<file path="src/rtl/prim_ram_initiator.sv">
// Request/response front end for a single-port RAM with an in-order response buffer.
// Optional address range checking is enabled by defining PRIM_RAM_INITIATOR_ADDR_CHECK_EN.
module prim_ram_initiator #(
  parameter int unsigned Width    = 32,
  parameter int unsigned Depth    = 128,
  parameter int unsigned RspDepth = 2,
  parameter int unsigned Aw       = $clog2(Depth)
) (
  input  logic             clk_i,
  input  logic             rst_ni,
  input  logic             req_valid_i,
  output logic             req_ready_o,
  input  logic             req_write_i,
  input  logic [Aw-1:0]    req_addr_i,
  input  logic [Width-1:0] req_wdata_i,
  input  logic [Width-1:0] req_wmask_i,
  output logic             rsp_valid_o,
  input  logic             rsp_ready_i,
  output logic [Width-1:0] rsp_rdata_o,
  output logic             rsp_err_o,
  output logic             ram_req_o,
  output logic             ram_write_o,
  output logic [Aw-1:0]    ram_addr_o,
  output logic [Width-1:0] ram_wdata_o,
  output logic [Width-1:0] ram_wmask_o,
  input  logic [Width-1:0] ram_rdata_i
);

  localparam int unsigned PtrW = (RspDepth > 1) ? $clog2(RspDepth) : 1;
  localparam int unsigned CntW = $clog2(RspDepth + 1);

  typedef struct packed {
    logic             err;
    logic [Width-1:0] rdata;
  } rsp_t;

  rsp_t            rsp_mem_q [RspDepth];
  logic [PtrW-1:0] wptr_q, rptr_q;
  logic [CntW-1:0] cnt_q;
  logic            inflight_q, pend_write_q, pend_err_q;

  logic            err_c, accept_c, push_c, pop_c;
  logic [CntW:0]   occ_c, limit_c;
  rsp_t            push_entry_c, head_c;

  function automatic logic [PtrW-1:0] inc_ptr(input logic [PtrW-1:0] p);
    return (p == PtrW'(RspDepth - 1)) ? '0 : p + PtrW'(1);
  endfunction

  // Out-of-range detection; when disabled every address goes to the RAM.
  always_comb begin
    err_c = 1'b0;
`ifdef PRIM_RAM_INITIATOR_ADDR_CHECK_EN
    err_c = 32'(req_addr_i) >= 32'(Depth);
`endif
  end

  // Accept only while the buffer can absorb everything already committed.
  always_comb begin
    pop_c       = rsp_valid_o & rsp_ready_i;
    occ_c       = (CntW+1)'(cnt_q) + (CntW+1)'(inflight_q);
    limit_c     = (CntW+1)'(RspDepth) + (CntW+1)'(pop_c);
    req_ready_o = occ_c < limit_c;
    accept_c    = req_valid_i & req_ready_o;
    push_c      = inflight_q;
  end

  always_comb begin
    ram_req_o   = accept_c & ~err_c;
    ram_write_o = req_write_i;
    ram_addr_o  = req_addr_i;
    ram_wdata_o = req_wdata_i;
    ram_wmask_o = req_wmask_i;
  end

  // Entry captured one cycle after acceptance, when RAM read data is valid.
  always_comb begin
    push_entry_c = '0;
    if (pend_err_q) begin
      push_entry_c.err = 1'b1;
    end else if (!pend_write_q) begin
      push_entry_c.rdata = ram_rdata_i;
    end
  end

  always_ff @(posedge clk_i or negedge rst_ni) begin
    if (!rst_ni) begin
      inflight_q   <= 1'b0;
      pend_write_q <= 1'b0;
      pend_err_q   <= 1'b0;
      wptr_q       <= '0;
      rptr_q       <= '0;
      cnt_q        <= '0;
    end else begin
      inflight_q   <= accept_c;
      pend_write_q <= req_write_i;
      pend_err_q   <= err_c;
      if (push_c) wptr_q <= inc_ptr(wptr_q);
      if (pop_c)  rptr_q <= inc_ptr(rptr_q);
      cnt_q        <= cnt_q + CntW'(push_c) - CntW'(pop_c);
    end
  end

  // Storage needs no reset: the count alone decides which entries are live.
  always_ff @(posedge clk_i) begin
    if (push_c) rsp_mem_q[wptr_q] <= push_entry_c;
  end

  always_comb begin
    head_c      = rsp_mem_q[rptr_q];
    rsp_valid_o = cnt_q != '0;
    rsp_rdata_o = rsp_valid_o ? head_c.rdata : '0;
    rsp_err_o   = rsp_valid_o & head_c.err;
  end

endmodule
</file>
<file path="config.mk">
export PLATFORM = sky130hd
export DESIGN_NAME = prim_ram_initiator
export DESIGN_NICKNAME = d
export VERILOG_FILES = /design/src/rtl/prim_ram_initiator.sv
export SDC_FILE = /design/constraint.sdc
export NUM_CORES = 1
export LEC_CHECK = 0
export CORE_AREA = 2 2 85 87
export CTS_CLUSTER_SIZE = 16
export DETAILED_ROUTE_END_ITERATION = 10
export DIE_AREA = 0 0 87 89
export DONT_BUFFER_PORTS = 1
export PLACE_DENSITY = 0.76
export SYNTH_ARGS = -nofsm -noshare
export SYNTH_HDL_FRONTEND = slang
export SYNTH_SLANG_ARGS = --single-unit
</file>
<file path="constraint.sdc">
create_clock -name clk_i -period 2.6 [get_ports clk_i]
set_clock_uncertainty 0.05 [all_clocks]
set_input_delay 0.26 -clock clk_i [delete_from_list [all_inputs] [get_ports clk_i]]
set_output_delay 0.26 -clock clk_i [all_outputs]
set_load 0.005 [all_outputs]
</file>
Yosys cells after proc, flatten, opt, wreduce, memory -nomap -nowiden --
Memory sizes are Yosys's and may differ from the RTL's. Cells that the tools add are included.
Word-level totals: flip-flop bits (word level) 6, RAM bits 64, input port bits 108, output and inout bits 108, word-level logic and storage cells 23, memories kept 1
Memory list:
- rsp_mem_q | depth 2, bits a word 32, read ports 1, clocked after memory_dff 0, wr ports 1, RTL line 37 | rsp_t rsp_mem_q [RspDepth];
Operators by class: add/sub/neg operators 6, order comparisons 1, multiplexer cells 6, bitwise gates (word level) 3, reductions and logical operators 1
Operator list (number):
- $mux W32 | 2
- $mux W1 | 4
- $add A2 B1 Y3 | 1
- $add A2 B1 Y3 const A | 1
- $lt A3 B3 Y1 | 1
- $add A1 B1 Y1 const B | 2
- $add A2 B1 Y2 | 1
- $and A1 B1 Y1 | 2
- $reduce_bool A2 Y1 | 1
- $sub A2 B1 Y2 | 1
- $and A1 B1 Y1 const B | 1

Longest topological paths before layout --
Gate-level depths: netlist of run 1.
depth after elaboration 5, depth in mapped cells 7, depth with buffers taken out 7

Worst setup path after synthesis of run 1 --
OpenSTA, ideal clock, no wires.
path kind register to register, start reg inflight_q, end mem rsp_mem_q[0][0] in the netlist's numbering (enable), arrival 1.804 ns, required time 2.129 ns, slack 0.325 ns, cell stages (with the launch flop) 3, buffers on the path 0, cell sequence dfrtp_1 inv_1 nor2_1
Between the ends: longest elaborated chain between the ends 2
Ends and longest elaborated chain:
- start, declared | RTL line 40 | logic inflight_q, pend_write_q, pend_err_q;
- start signal, assigned | RTL line 95 | inflight_q <= accept_c;
- $mux W1 | RTL line 106 | if (push_c) rsp_mem_q[wptr_q] <= push_entry_c;
- $mux W1 (not written as such) | RTL line 106
- end, declared | RTL line 37
No other way between the ends.

Worst setup path after layout of run 1 --
start reg cnt_q[1], end out rsp_rdata_o[5]
Between the ends: longest elaborated chain between the ends 2
Ends and longest elaborated chain:
- start, declared | RTL line 39 | logic [CntW-1:0] cnt_q;
- start signal, assigned | RTL line 100 | cnt_q <= cnt_q + CntW'(push_c) - CntW'(pop_c);
- $reduce_bool A2 Y1 | RTL line 111 | rsp_valid_o = cnt_q != '0;
- $mux W32 | RTL line 112 | rsp_rdata_o = rsp_valid_o ? head_c.rdata : '0;
- end, declared | RTL line 19 | output logic [Width-1:0] rsp_rdata_o,
No other way between the ends.

==> results of run 1 <==
[kinds of logic (layout without fill, tap and decap cells)]
group / after synthesis / in the layout / synth area share (%)
adders and majority gates: 4 / 4 / 1.439
AOI/OAI and AO/OA: 2 / 2 / 0.3598
other: 1 / 1 / 0.1078
and+or+nand+nor: 69 / 69 / 10.15
xor gates and xnor gates: 4 / 4 / 1.008
buffers and inverters: 87 / 29 / 18.14
muxes: 32 / 32 / 9.212
DFF: 70 / 70 / 59.59
[critical path, cell delays in order (launching register included)]
cell	delay (ns)
dfrtp_1	0.43
nor2_2	0.57
buf_12	0.24
nor2_1	0.08
[placed cells by master, fill, tap and decap left out, types with 2 or more instances in the layout]
cell	synthesis	final
edfxtp_1	64	64
nor2_1	34	33
mux2i_1	32	32
nor2b_1	32	32
clkbuf_8	0	9
buf_4	74	6
dfrtp_1	6	5
ha_1	4	4
inv_1	3	3
xnor2_1	3	3
bufinv_16	0	2
clkinv_1	0	2
dlygate4sd3_1	0	2
[report_power, final]
part	total, uW	internal (uW)	switching [uW]
logic	1100	410	688
registers	1650	1550	96.4
clock network	907	533	374
[metrics by stage]
| stage | hold WS [ns] | util (%) | total power (uW) |
|---|---|---|---|
| 3_3_place_gp | -0.08543 | 45.18 | 2758 |
| 3_5_place_dp | -0.08542 | 45.18 | 2793 |
| 2_1_floorplan | -0.08559 | - | 2628 |
| 4_1_cts | 0.05094 | 48.64 | 3706 |
| 6_report | 0.06921 | 48.64 | 3655 |
| 5_1_grt | 0.04845 | 48.64 | 3891 |
[registers in the layout, indices dropped and copies added (netlist names)]
name / count
rsp_mem_q: 64
cnt_q: 2
inflight_q: 1
pend_write_q: 1
rptr_q: 1
wptr_q: 1
[routing by layer]
metal	up-vias	part of all wire, %	GRT usage, %	routed length (um)
met5	-	0.69	4.545	47
met4	2	1.8	6.960	119
met3	18	15	12.65	1029
met2	135	51	26.65	3424
met1	759	32	17.51	2157
li1	704	-	-	-
[cell type report]
cell class | instances | area (um^2)
fillers | 540 | 3451
flip-flops and latches | 70 | 2073
multi-input cells | 112 | 782.0
clock buffers | 9 | 123.9
well taps | 80 | 100.1
clock inverters | 7 | 88.84
repair buffers | 9 | 85.08
inverters | 4 | 15.01
[cell usage after synthesis]
cell type,n
buf_4,74
edfxtp_1,64
nor2_1,34
mux2i_1,32
nor2b_1,32
dfrtp_1,6
ha_1,4
buf_2,3
buf_6,3
clkbuf_1,3
inv_1,3
xnor2_1,3
and2_1,1
conb_1,1
inv_2,1
nor2_2,1
nor3b_2,1
o21a_1,1
o21ai_1,1
xor2_1,1
[final timing paths]
path / startpoint / end / slack [ns] / cells past startpoint
max reg2reg: cnt_q[1]$_DFF_PN0_ / cnt_q[1]$_DFF_PN0_ / 0.90 / 7
min reg2reg: inflight_q$_DFF_PN0_ / wptr_q$_DFFE_PN0P_ / 0.47 / 1
min in group asynchronous: rst_ni / cnt_q[0]$_DFF_PN0_ / 0.18 / 1
min: req_valid_i / inflight_q$_DFF_PN0_ / 0.07 / 1
max: cnt_q[1]$_DFF_PN0_ / rsp_rdata_o[5] / 0.62 / 3
max in group asynchronous: rst_ni / rptr_q$_DFFE_PN0P_ / 2.08 / 1
[what timing repair did]
item,CTS,global route
hold buffers,2,0
setup buffers,0,0
hold endpoints to repair,7,0
==> out/results.tsv, run 1 <==
stage	metric	value	unit
outcome	run_status	complete, no violations	
drt	wl_per_cell	23.29	um
timing	fin_ws	0.6222	ns
timing	slew-limit-headroom	53.94	%
synthesis	synth_warnings	0	
drt	firstDrtPassIters	4	
clock_tree	clockBufferDepth	2	
power	irDropWorstVdd	0.0006341	V
synthesis	yosys.area.top_type_share	55.27	%
global_routing	gr-total-overflow	0	
clock_tree	clkTransAtPathRegs	0.07	ns
clock_tree	cts-buffers-inserted	9	
clock_tree	ctsResizeCount	0	
timing	slew_violations	0	
job	cap_violations	0	
critical_path	startpoint_type	flop	
drt	ant_nets	0	
floorplanning	chipHeight	89	um
critical_path	cp.required	2.29	ns
clock_tree	htreeDepth	3	
finish	area_delta_synth_final	-6.009	%
place	placed_cells_incl_taps	273	
power	power.density	1118	nW/um^2
place	dpl_cell_area	3035	um^2
min_path	hold_class	input port to flop	
finish	num-nets-final	318	
drt	first_iter_violations	118	
timing	hold_violations	0	
critical_path	cp-end-kind	output port	
finish	final_area	3268	um^2
synthesis	ys_seq_area_share	59.59	%
finish	antenna_cells	0	
critical_path	worstPathMaxFanout	20	
critical_path	crit_type	flop to output port	
drt	vias	1618	
timing	tightestPinTransition	0.6901	ns
place	dp_worst_setup_slack	0.9127	ns
drt	drc	0	
global_routing	grt_max_degree	22	
floorplanning	rows	30	
floorplanning	boundaryPins	216	
place	portBuffers	0	
synthesis	syn_inst	269	
clock_tree	tritoncts	built	
synthesis	synth_top_cell_by_area	edfxtp_1	
synthesis	syn_avg_cell_area	12.93	um^2
floorplanning	die_area	7743	um^2
critical_path	cp.arrival	1.67	ns
finish	fin_cells	291	
place	gp_congestion	0.7679	
place	detailed_place_hpwl	5133	um
timing	rsz0062_at_grt	no	
global_routing	antenna_found_initial	0	
global_routing	grt_pass1_vias	1559	
global_routing	grt_pass1_wl	9170	um
synthesis	synth_seq_cells	70	
drt	totalWireLength	6778	um
synthesis	synth_nets	381	
timing	tns	0	ns
finish	drive_above_1_share	12.32	%
power	p_leak	0.001233	uW
clock_tree	clock_latency	0.33	ns
clock_tree	clock_sinks	70	
floorplanning	die_w	87	um
synthesis	synth_area	3477	um^2
floorplanning	core-area	6719	um^2
floorplanning	initial_core_util	51.75	%
synthesis	yosys.cell_types.count	20	
drt	viasPerCell	5.560	
timing	fmax	505.6	MHz
timing	finalSetupViolations	0	
timing	period_share	76.07	%
clock_tree	cts_root_buffer	clkbuf_8	
timing	fin_crit	1.978	ns
global_routing	track_usage	17.21	%
synthesis	yosys-top-cells-area	edfxtp_1 55%, buf_4 16%, mux2i_1 9.2%, nor2b_1 5.8%, dfrtp_1 4.3%	
Note: power is estimated with default switching activity, not from simulation.
==> inputs of run 2 (changes only) <==
--- a/config.mk
+++ b/config.mk
@@ -5,12 +5,12 @@
 export SDC_FILE = /design/constraint.sdc
 export NUM_CORES = 1
 export LEC_CHECK = 0
-export CORE_AREA = 2 2 85 87
+export CORE_AREA = 2 2 84 86
 export CTS_CLUSTER_SIZE = 16
 export DETAILED_ROUTE_END_ITERATION = 10
-export DIE_AREA = 0 0 87 89
+export DIE_AREA = 0 0 86 88
 export DONT_BUFFER_PORTS = 1
-export PLACE_DENSITY = 0.76
+export PLACE_DENSITY = 0.8
 export SYNTH_ARGS = -nofsm -noshare
 export SYNTH_HDL_FRONTEND = slang
 export SYNTH_SLANG_ARGS = --single-unit
==> constraint.sdc (replaced) <==
create_clock -name clk_i -period 1.65 [get_ports clk_i]
set_clock_uncertainty 0.05 [all_clocks]
set_input_delay 0.165 -clock clk_i [delete_from_list [all_inputs] [get_ports clk_i]]
set_output_delay 0.165 -clock clk_i [all_outputs]
set_load 0.005 [all_outputs]
==> out/results.tsv, run 2 (same netlist as run 1, synthesis figures left out) <==
stage	metric	value	unit	change
place	dp_worst_setup_slack	0.05780	ns	was 0.9127 ns
finish	num-nets-final	327		was 318
timing	period_share	103.3	%	
place	dpl_cell_area	3068	um^2	was 3035 um^2
floorplanning	die_area	7568	um^2	was 7743 um^2
critical_path	worstPathMaxFanout	3		was 20
critical_path	cp.arrival	1.90	ns	was 1.67 ns
finish	final_area	3358	um^2	was 3268 um^2
critical_path	crit_type	flop to flop		was flop to output port
clock_tree	clock_latency	0.33	ns	about the same
drt	drc	0		unchanged
place	gp_congestion	0.7269		was 0.7679
timing	fin_ws	-0.05394	ns	was 0.6222 ns
min_path	hp-start	ram_rdata_i[17]		was req_valid_i
finish	drive_above_1_share	18.64	%	was 12.32%
clock_tree	cts_root_buffer	clkbuf_8		unchanged
critical_path	cp_common_cell	inv_1		
outcome	failed_checks	setup timing		
place	portBuffers	0		unchanged
drt	firstDrtPassIters	4		unchanged
finish	ff_latch_area	2074	um^2	was 2073 um^2
global_routing	antenna_found_initial	1		was 0
job	cap_violations	0		unchanged
timing	rsz0062_at_grt	yes		was no
finish	largestRegisters	rsp_mem_q x64, cnt_q x2		unchanged
drt	viasPerCell	5.452		was 5.560
power	power.density	1771	nW/um^2	was 1118 nW/um^2
drt	vias	1641		was 1618
clock_tree	cts-buffers-inserted	9		unchanged
critical_path	crit_start	cnt_q[0]$_DFF_PN0_		was cnt_q[1]$_DFF_PN0_
clock_tree	tritoncts	built		unchanged
clock_tree	clock_sinks	70		unchanged
finish	num-fill-cells	533		was 540
critical_path	cp.required	1.85	ns	was 2.29 ns
timing	slew_violations	0		unchanged
global_routing	grt_pass1_vias	1639		was 1559
critical_path	rr_startpoint	cnt_q[0]$_DFF_PN0_		was cnt_q[1]$_DFF_PN0_
floorplanning	rows	30		unchanged
finish	multiInputGateArea	810.8	um^2	was 782.0 um^2
power	irDropWorstVdd	0.001182	V	was 0.0006341 V
critical_path	crit_chain	buf_4 > o21ai_2 > inv_1 > ha_1 > inv_1 > ha_2 > xnor2_2 > xnor2_1		was nor2_2 > buf_12 > nor2_1
drt	wl_per_cell	25.24	um	was 23.29 um
clock_tree	htreeDepth	3		unchanged
critical_path	startpoint_type	flop		unchanged
global_routing	track_usage	19.20	%	was 17.21%
critical_path	crit_buf_inv	3		was 1
global_routing	grt_max_degree	20		was 22
timing	finalSetupViolations	2		was 0
floorplanning	boundaryPins	216		unchanged
drt	first_iter_violations	84		was 118
place	detailed_place_hpwl	5757	um	was 5133 um
timing	fmax	586.9	MHz	
outcome	run_status	finished, violations left		was complete, no violations
floorplanning	initial_core_util	52.34	%	was 51.75%
min_path	hold_class	input port to flop		unchanged
finish	area_delta_synth_final	-3.419	%	was -6.009%
critical_path	crit_family	adder cells		was simple AND/OR/NAND/NOR gates
clock_tree	clockBufferDepth	2		unchanged
drt	totalWireLength	7596	um	was 6778 um
global_routing	gr-total-overflow	0		unchanged
floorplanning	die_w	86	um	was 87 um
finish	largest_reg_flops	64		unchanged
global_routing	grt_pass1_wl	10110	um	was 9170 um
timing	fin_crit	1.704	ns	
finish	final_cell_mix	64 x edfxtp_1, 33 x nor2_1, 32 x mux2i_1, 32 x nor2b_1, 15 x buf_4		was 64 x edfxtp_1, 33 x nor2_1, 32 x mux2i_1, 32 x nor2b_1, 9 x clkbuf_8
critical_path	crit_slowest_cell	dfrtp_1		was nor2_2
finish	top_register	rsp_mem_q		unchanged
critical_path	cp-end-kind	flop		was output port
finish	final_common_cell	edfxtp_1		unchanged
floorplanning	core-area	6644	um^2	was 6719 um^2
timing	hold_violations	0		unchanged
floorplanning	chipHeight	88	um	was 89 um
drt	ant_nets	0		unchanged
critical_path	cpPeakStageDelay	0.40	ns	was 0.57 ns
clock_tree	clkTransAtPathRegs	0.07	ns	about the same
power	p_leak	0.001272	uW	was 0.001233 uW
[run 2: worst register-to-register path, cell delays in order (launching register included)]
cell     delay, ns
dfrtp_1       0.40
buf_4         0.16
o21ai_2       0.13
inv_1         0.06
ha_1          0.27
inv_1         0.04
ha_2          0.19
xnor2_2       0.19
xnor2_1       0.14
[run 2: repair_timing]
| action | 4_1_cts | 5_1_grt |
|---|---|---|
| resized for setup | 2 | 4 |
| endpoints found under the setup margin | 2 | 3 |
| endpoints found under the hold margin | 8 | 0 |
| pin swaps | 2 | 2 |
| buffers inserted | 2 | 0 |
| hold buffers | 3 | 0 |
[run 2: routing by layer]
metal,part of all wire [%],track usage (%),vias up
met5,0.61,3.896,-
met4,1.6,7.215,2
met3,17,15.65,20
met2,49,30.73,128
met1,31,18.00,770
li1,-,-,721
[run 2: per-stage QoR]
step	hold slack [ns]	instances	total power, uW	utilization, %	setup TNS (ns)
detailed placement	-0.1804	279	4451	46.18	0
floorplan	-0.1806	269	4150	-	-0.4956
CTS	0.02166	300	5946	50.28	-0.1148
global placement	-0.1804	279	4381	46.18	0
global route	0.03546	301	6275	50.55	-0.2299
finish	0.03426	301	5949	50.55	-0.08212
[run 2: path summary, 6_finish.rpt]
check	endpoint	slack (ns)	cells past startpoint
min in group asynchronous	cnt_q[0]$_DFF_PN0_	0.09	1
setup / recovery	cnt_q[1]$_DFF_PN0_	-0.05	8
max in group asynchronous	cnt_q[1]$_DFF_PN0_	1.22	1
setup reg to reg	cnt_q[1]$_DFF_PN0_	-0.05	8
hold reg to reg	wptr_q$_DFFE_PN0P_	0.50	1
hold / removal	rsp_mem_q[0][17]$_DFFE_PP_	0.03	1
[run 2: report_power, final]
part | leakage (uW) | total [uW] | switching (uW) | internal, uW
clock network | 0.000103 | 1430 | 594 | 839
logic | 0.000499 | 1910 | 1160 | 753
registers | 0.000670 | 2610 | 157 | 2450
total | 0.00127 | 5950 | 1910 | 4040
[run 2: cell type report]
| type | instances | share of cell area, % |
|---|---|---|
| Sequential cell | 70 | 61.77 |
| Timing Repair Buffer | 18 | 4.247 |
| Clock inverter | 7 | 2.645 |
| Multi-Input combinational cell | 112 | 24.14 |
| Antenna cell | 1 | 0.07452 |
| Inverter | 4 | 0.4471 |
| Clock buffer | 9 | 3.689 |
| Tap cell | 80 | 2.981 |
==> inputs of run 3 (changes only) <==
--- a/config.mk
+++ b/config.mk
@@ -5,11 +5,14 @@
 export SDC_FILE = /design/constraint.sdc
 export NUM_CORES = 1
 export LEC_CHECK = 0
+export CAP_MARGIN = 10
 export CORE_AREA = 2 2 84 86
+export CTS_CLUSTER_DIAMETER = 150
 export CTS_CLUSTER_SIZE = 16
 export DETAILED_ROUTE_END_ITERATION = 10
 export DIE_AREA = 0 0 86 88
 export DONT_BUFFER_PORTS = 1
+export HOLD_SLACK_MARGIN = 0.08
 export PLACE_DENSITY = 0.8
 export SYNTH_ARGS = -nofsm -noshare
 export SYNTH_HDL_FRONTEND = slang
==> out/results.tsv, run 3 (same netlist as run 1, synthesis figures left out) <==
stage	metric	value	unit	change
outcome	run_status	finished, violations left		unchanged
outcome	failed_checks	setup timing		unchanged
timing	hold_slack	0.1037	ns	was 0.03426 ns
critical_path	worstPathMaxFanout	3		unchanged
timing	slew_violations	0		unchanged
timing	fin_crit	1.736	ns	was 1.704 ns
clock_tree	clockBufferDepth	2		unchanged
job	cap_violations	0		unchanged
global_routing	use_met2	35.59	%	was 30.73%
finish	largest_reg_flops	64		unchanged
critical_path	cp-end-kind	flop		unchanged
drt	wl_per_cell	24.44	um	was 25.24 um
floorplanning	core-area	6644	um^2	unchanged
power	p_leak	0.001414	uW	was 0.001272 uW
timing	period_share	105.2	%	was 103.3%
critical_path	startpoint_type	flop		unchanged
place	gp_congestion	0.7269		unchanged
finish	area_delta_synth_final	6.585	%	was -3.419%
finish	top_register	rsp_mem_q		unchanged
global_routing	grt_pass1_vias	1827		was 1639
timing	fmax	575.9	MHz	was 586.9 MHz
floorplanning	die_area	7568	um^2	unchanged
global_routing	grt-busiest-layer	met2		unchanged
floorplanning	chipHeight	88	um	unchanged
place	detailed_place_hpwl	5757	um	unchanged
global_routing	met3_usage	15.36	%	was 15.65%
global_routing	track_usage	20.92	%	was 19.20%
power	power.density	1652	nW/um^2	was 1771 nW/um^2
drt	ant_nets	0		unchanged
drt	firstDrtPassIters	4		unchanged
drt	first_iter_violations	59		was 84
global_routing	grt_pass1_wl	11100	um	was 10110 um
timing	hold_violations	0		unchanged
clock_tree	cts_root_buffer	clkbuf_8		unchanged
clock_tree	cts-buffers-inserted	9		unchanged
finish	final_cell_mix	64 x edfxtp_1, 36 x dlygate4sd3_1, 32 x mux2i_1, 32 x nor2_1, 32 x nor2b_1		was 64 x edfxtp_1, 33 x nor2_1, 32 x mux2i_1, 32 x nor2b_1, 15 x buf_4
timing	fin_ws	-0.08641	ns	was -0.05394 ns
place	portBuffers	0		unchanged
critical_path	rr_startpoint	cnt_q[0]$_DFF_PN0_		unchanged
drt	viasPerCell	5.348		was 5.452
critical_path	reg2reg_to	cnt_q[1]$_DFF_PN0_		unchanged
power	irDropWorstVdd	0.001187	V	was 0.001182 V
finish	largestRegisters	rsp_mem_q x64, cnt_q x2		unchanged
drt	drc	0		unchanged
drt	totalWireLength	8137	um	was 7596 um
critical_path	crit_type	flop to flop		unchanged
place	dp_worst_setup_slack	0.05780	ns	unchanged
drt	vias	1781		was 1641
critical_path	cp.required	1.84	ns	was 1.85 ns
finish	num-nets-final	360		was 327
finish	drive_above_1_share	17.00	%	was 18.64%
critical_path	cp.arrival	1.93	ns	was 1.90 ns
timing	finalSetupViolations	2		unchanged
min_path	hold_class	input port to asynchronous set/reset pin		was input port to flop
clock_tree	clkTransAtPathRegs	0.07	ns	about the same
clock_tree	clock_latency	0.33	ns	about the same
critical_path	reg2reg_slack	-0.09	ns	was -0.05 ns
global_routing	grt_use_met1	19.12	%	was 18.00%
global_routing	grt_max_degree	20		unchanged
critical_path	r2r_cells	8		unchanged
floorplanning	initial_core_util	52.34	%	unchanged
finish	final_common_cell	edfxtp_1		unchanged
timing	rsz0062_at_grt	yes		unchanged
floorplanning	rows	30		unchanged
floorplanning	die_w	86	um	unchanged
floorplanning	boundaryPins	216		unchanged
clock_tree	clock_sinks	70		unchanged
global_routing	antenna_found_initial	0		was 1
clock_tree	tritoncts	built		unchanged
global_routing	gr-total-overflow	0		unchanged
clock_tree	htreeDepth	3		unchanged
finish	antenna_cells	0		was 1
==> run 3: critical path, cell delays in order, from the launching register on <==
cell     delay, ns
dfrtp_1       0.41
buf_6         0.14
o21ai_2       0.13
inv_1         0.06
ha_1          0.27
inv_1         0.04
ha_2          0.19
xnor2_2       0.23
xnor2_1       0.15
==> run 3: how the worst max path moves through the flow <==
stage	start	end	cells after the start	slack, ns
3_5_place_dp	cnt_q[1]$_DFF_PN0_	cnt_q[1]$_DFF_PN0_	7	0.06
2_1_floorplan	wptr_q$_DFFE_PN0P_	rsp_mem_q[1][0]$_DFFE_PP_	1	-0.02
4_1_cts	inflight_q$_DFF_PN0_	ram_req_o	4	-0.07
3_3_place_gp	cnt_q[1]$_DFF_PN0_	cnt_q[1]$_DFF_PN0_	7	0.12
6_report	cnt_q[0]$_DFF_PN0_	cnt_q[1]$_DFF_PN0_	8	-0.09
5_1_grt	cnt_q[0]$_DFF_PN0_	cnt_q[1]$_DFF_PN0_	8	-0.17
==> run 3: area by class of cell <==
cell class | instances | area, um^2
Fill cell | 495 | 2938
Sequential cell | 70 | 2074
Multi-Input combinational cell | 112 | 827.0
Timing Repair Buffer | 51 | 476.7
Clock buffer | 9 | 123.9
Tap cell | 80 | 100.1
Clock inverter | 7 | 88.84
Inverter | 4 | 15.01
==> run 3: through the flow <==
| step | cell area (um^2) | total power (uW) | TNS [ns] | util [%] | cells |
|---|---|---|---|---|---|
| floorplan | 3485 | 4150 | -0.4956 | - | 269 |
| CTS | 3671 | 6007 | -0.1148 | 55.25 | 333 |
| finish | 3706 | 6124 | -0.1364 | 55.78 | 333 |
| global route | 3706 | 6447 | -0.2667 | 55.78 | 333 |
| detailed placement | 3068 | 4451 | 0 | 46.18 | 279 |
| global placement | 3068 | 4381 | 0 | 46.18 | 279 |
==> run 3: power breakdown <==
part           leakage [uW]  internal, uW  total (uW)  switching [uW]
Combinational      0.000642           857        2080            1220
Sequential         0.000670          2450        2610             159
Clock              0.000103           839        1440             596
==> run 3: what timing repair did <==
| action | 4_1_cts | 5_1_grt |
|---|---|---|
| setup buffers | 2 | 0 |
| endpoints found under the hold margin | 73 | 0 |
| hold buffers | 36 | 0 |
| pin swaps | 2 | 3 |
| endpoints found under the setup margin | 2 | 3 |
| resized for setup | 2 | 8 |
==> run 3: metal layers <==
layer	vias up	part of all wire (%)
met5	-	0.59
met4	2	1.4
li1	788	-
met1	831	30
met3	20	16
met2	140	52
